==> src/rtl/seq_addsub.sv <==
// seq_addsub: digit-serial adder/subtractor, CHUNK bits per clock, LSB digit first.
// A single operation is in flight at a time, with valid/ready handshakes on both sides.
//
// state | meaning
// IDLE  | waiting for operands, in_ready high
// RUN   | adding one CHUNK-bit digit per cycle, chunk index in cnt_r
// DONE  | result held on sum/c_out/ovf, out_valid high until accepted
module seq_addsub #(
  parameter int WIDTH = 32,
  parameter int CHUNK = 8
) (
  input  logic             clk,
  input  logic             rst_n,
  input  logic             in_valid,
  output logic             in_ready,
  input  logic [WIDTH-1:0] a,
  input  logic [WIDTH-1:0] b,
  input  logic             c_in,
  input  logic             sub,
  output logic             out_valid,
  input  logic             out_ready,
  output logic [WIDTH-1:0] sum,
  output logic             c_out,
  output logic             ovf,
  output logic             busy
);

  localparam int NCHUNK = WIDTH / CHUNK;
  localparam int CW     = (NCHUNK > 1) ? $clog2(NCHUNK) : 1;

  if (WIDTH % CHUNK != 0) begin : g_chunk_chk
    $error("seq_addsub: CHUNK (%0d) must divide WIDTH (%0d)", CHUNK, WIDTH);
  end

  typedef enum logic [1:0] {
    IDLE = 2'd0,
    RUN  = 2'd1,
    DONE = 2'd2
  } state_t;

  state_t           state_r;
  state_t           state_nxt;
  logic [CW-1:0]    cnt_r;
  logic [WIDTH-1:0] a_r;
  logic [WIDTH-1:0] b_r;
  logic [WIDTH-1:0] res_r;
  logic [WIDTH-1:0] res_nxt;
  logic             carry_r;
  logic             accept;
  logic             last_chunk;
  logic [CHUNK:0]   digit;
  logic             carry_msb;

  always_ff @(posedge clk or negedge rst_n) begin
    if (!rst_n) begin
      state_r <= IDLE;
    end else begin
      state_r <= state_nxt;
    end
  end

  always_comb begin
    state_nxt = state_r;
    in_ready  = 1'b0;
    out_valid = 1'b0;
    busy      = 1'b1;
    case (state_r)
      IDLE: begin
        in_ready = 1'b1;
        busy     = 1'b0;
        if (in_valid) state_nxt = RUN;
      end
      RUN: begin
        if (last_chunk) state_nxt = DONE;
      end
      DONE: begin
        out_valid = 1'b1;
        if (out_ready) state_nxt = IDLE;
      end
      default: state_nxt = IDLE;
    endcase
  end

  assign accept     = in_valid && in_ready;
  assign last_chunk = (cnt_r == CW'(NCHUNK - 1));
  assign digit      = {1'b0, a_r[CHUNK-1:0]} + {1'b0, b_r[CHUNK-1:0]} + {{CHUNK{1'b0}}, carry_r};
  // Result digits enter at the top and walk down, so after NCHUNK steps chunk 0 sits at the LSB.
  assign res_nxt    = WIDTH'({digit[CHUNK-1:0], res_r} >> CHUNK);
  assign carry_msb  = a_r[CHUNK-1] ^ b_r[CHUNK-1] ^ digit[CHUNK-1];

  always_ff @(posedge clk or negedge rst_n) begin
    if (!rst_n) begin
      cnt_r   <= '0;
      a_r     <= '0;
      b_r     <= '0;
      carry_r <= 1'b0;
      res_r   <= '0;
      sum     <= '0;
      c_out   <= 1'b0;
      ovf     <= 1'b0;
    end else if (accept) begin
      // Subtract is a + ~b + ~c_in, so invert once here and the RUN path only ever adds.
      a_r     <= a;
      b_r     <= sub ? ~b : b;
      carry_r <= c_in ^ sub;
      cnt_r   <= '0;
    end else if (state_r == RUN) begin
      a_r     <= WIDTH'({{CHUNK{1'b0}}, a_r} >> CHUNK);
      b_r     <= WIDTH'({{CHUNK{1'b0}}, b_r} >> CHUNK);
      carry_r <= digit[CHUNK];
      res_r   <= res_nxt;
      cnt_r   <= cnt_r + 1'b1;
      if (last_chunk) begin
        sum   <= res_nxt;
        c_out <= digit[CHUNK];
        ovf   <= carry_msb ^ digit[CHUNK];
      end
    end
  end

endmodule

==> config.mk <==
export PLATFORM = sky130hd
export DESIGN_NAME = seq_addsub
export DESIGN_NICKNAME = d
export VERILOG_FILES = /design/src/rtl/seq_addsub.sv
export SDC_FILE = /design/constraint.sdc
export NUM_CORES = 1
export LEC_CHECK = 0
export ABC_CLOCK_PERIOD_IN_PS = 3600
export BUFFER_PORTS_ARGS = -buffer_cell sky130_fd_sc_hd__buf_2
export CAP_MARGIN = 20
export CORE_UTILIZATION = 55
export CTS_BUF_LIST = sky130_fd_sc_hd__clkbuf_16
export DETAILED_ROUTE_END_ITERATION = 8
export PLACE_DENSITY_LB_ADDON = 0.2
export SLEW_MARGIN = 20
export SYNTH_ARGS = -nofsm -noshare
export SYNTH_HDL_FRONTEND = slang
export SYNTH_SLANG_ARGS = --single-unit
==> constraint.sdc <==
create_clock -name clk -period 3.6 [get_ports clk]
set_input_delay 0.18 -clock clk [delete_from_list [all_inputs] [get_ports clk]]
set_output_delay 0.18 -clock clk [all_outputs]
set_load 0.005 [all_outputs]
==> results.md <==
- Outcome: completed
- Final instance area: roughly 7000 µm²
- # nets final: 721
- Pin count of the biggest net entering global routing: 62
- Setup Buffers After CTS: 0
- Initial DRC count: 170
- Post-synthesis register bit count: 127
- DRC errors left: 0
- Sequence of cells on the critical path: fa_1 -> fa_1 -> a211oi_2 -> nor4b_1 -> a211oi_2 -> xnor2_1 -> o21ai_1
- Crit path max-delay cell type: fa_1
- Clk Latency, worst-skew pair: 400 ps
- Synthesized area per cell: 10.7 µm²
- Num rows: 36
- DIE AREA: 10600 µm²
- CTS Root Cell: clkbuf_16
- Endpoint class of the critical path: flop
- Mapped cell area: 5600 µm²
- Starting Density: approximately 57%
- Initial DRT Pass Iterations: 5
- Crit Path Max Fanout: 3
- WP data required: 3870 ps
- Crit path kind: reg -> reg
- Max-slew headroom: 35.2%
- GRT Residual Overflow: 0
- Reg clk slew, reported paths: 60 ps
- Finish-stage setup viols: 0
- Htree depth: 4
- Tcrit/Tclk final: 66.6%
- Most frequent cells in the layout: 138 x nand2_1, 127 x dfrtp_1, 105 x buf_2
- Fmax: approximately 420 MHz
- Final WL: between 10 and 15 mm
- Top_reg_cell synth: dfrtp_1
- Vias per cell: 5.28
- Total CTS buffers: 17
- Layout cells sized above 1: 26.0%
- Buffers added on ports: between 100 and 150
- Area after DPL: between 6000 and 7000 µm²
- Total track usage: 24.4%
- Final Max Tran Viols: 0
- Die Span Y: between 100 and 150 µm
- DR WL/cell: 14.8 µm
- Via count: 4158
- Ant. Diodes: 0
- Final Hold Fails: 0
- Most common cell after layout, fill and taps aside: nand2_1
- Clk buf depth: 2
- Min-Delay Path Class: in -> reg
- Max cap viols: 0
- Critical path buffer and inverter count: 0
- Max stage delay on crit path: 490 ps
- Cell variety after synth: 32
- Setup Skew: 7.60 ps
- First-pass GRT wire length: 19.5 mm
- Clock sink count: 127
- TritonCTS clock tree: yes
- Area growth syn-to-layout: 24.9%
- Startpoint Class: flop
- Critical path's top delay family: adder cells
- RSZ-0062 raised after global routing: false
- Register area share after synthesis: 56.7%
- Post-detail-place hpwl: ~7.6 mm
- ANT nets after route: 0
- Arr. time, crit path: 2670 ps
- Total power per unit cell area: 951 nW/µm²
- Synth Warn #: 0
- Gpl congestion: 0.819
- Setup TNS: 0 ps
- Peak supply drop: 556 µV
- Lkg Pwr: 3.49 nW
- Synth Instances: 523
- Core box area: 9820 µm²
- Initial antenna violation count: 0
- EDFF count, synth: 0
- Worst-Margin Slew: 972 ps
- Vias in the first global route: 4023
- Total Power: 0.00666 W
- Post-synthesis net count: approximately 600
- Die X: a little over 100 µm
- Ys async rst share: between 90% and 100%
- Final cell count without fillers: 787
- Dpl cells: 732
- Crit path time final: 2400 ps
- Io pins: 107
[synthesized netlist by cell type, drive strengths merged (3+ instances only)]
| cell | n | area [µm²] |
|---|---|---|
| a22oi | 25 | 188 |
| o21ai | 30 | 150 |
| nand2 | 139 | 529 |
| a21oi | 5 | 25.0 |
| ha | 8 | 100 |
| mux2 | 26 | 293 |
| nor2 | 28 | 115 |
| dfrtp | 127 | 3180 |
| a21o | 4 | 30.0 |
| buf | 22 | 134 |
| clkbuf | 14 | 52.6 |
| a221o | 24 | 240 |
| nand3 | 16 | 80.1 |
| xor2 | 6 | 52.6 |
| xnor2 | 34 | 298 |
| a211oi | 3 | 32.5 |
[worst paths after layout]
kind                       startpoint        end  slack, ps  cells after the start
setup / recovery               a_r[0]        ovf       1200                      7
hold reg to reg             res_r[10]  res_r[10]        470                      2
hold / removal                  a[16]    a_r[16]          6                      3
setup reg to reg               a_r[0]        ovf       1200                      7
min in group asynchronous       rst_n     sum[6]        310                      2
max in group asynchronous       rst_n    a_r[10]       2420                      3
[through the flow]
step / util (%) / setup WS (ps) / hold slack [ps]
after floorplan: - / 1410 / -116
after global routing: 71.3 / 1100 / 9.71
after CTS: 71.3 / 1200 / 1.22
after detailed placement: 62.9 / 1230 / 187
after global placement: 62.9 / 1290 / 181
final: 71.3 / 1200 / 5.70
[sequential cells by signal, indices dropped and copies added (netlist names)]
name,flops
c_out,1
cnt_r,2
a_r,32
res_r,24
carry_r,1
ovf,1
b_r,32
sum,32
state_r,2
[timing repair]
action	in CTS	in global routing
gates resized for setup	0	0
hold buffers	23	0
endpoints found under the hold margin	81	0
[layer usage]
layer | part of all wire [%] | vias up | global-route usage, %
met5 | 0 | - | 0
met4 | 1.7 | 0 | 8.56
met3 | 4.4 | 20 | 5.97
met2 | 49 | 119 | 39.4
met1 | 45 | 1997 | 32.5
li1 | - | 2022 | -
[worst reg2reg max path: stages, from the launching register on]
cell and delay (ps):
dfrtp_1 400, fa_1 490, fa_1 450, a211oi_2 290
nor4b_1 100, a211oi_2 300, xnor2_1 160, o21ai_1 80
[power by group]
group,switching [W],total [W],leakage [nW],internal [W]
sequential,0.000406,0.00250,1.61,0.00209
clock,0.000612,0.00169,0.278,0.00108
combinational,0.00141,0.00247,1.61,0.00105
[cells by family (layout without fill, tap and decap cells)]
logic type / count (synthesis) / count (layout) / synth area share, %
compound gates: 94 / 94 / 12.3
simple gates: 188 / 188 / 13.5
mux: 26 / 26 / 5.23
flops: 127 / 127 / 56.7
buf+inv: 38 / 169 / 3.46
xor+xnor: 40 / 40 / 6.25
fa+ha+maj: 10 / 10 / 2.50
[cell type report]
type,count,area [µm²]
Clock buffer,17,425
Sequential cell,127,3180
Clock inverter,15,168
Inverter,2,7.51
Multi-Input combinational cell,358,2240
Fill cell,791,2820
Tap cell,133,166
Timing Repair Buffer,135,812
Note: power is estimated with default switching activity, not from simulation.
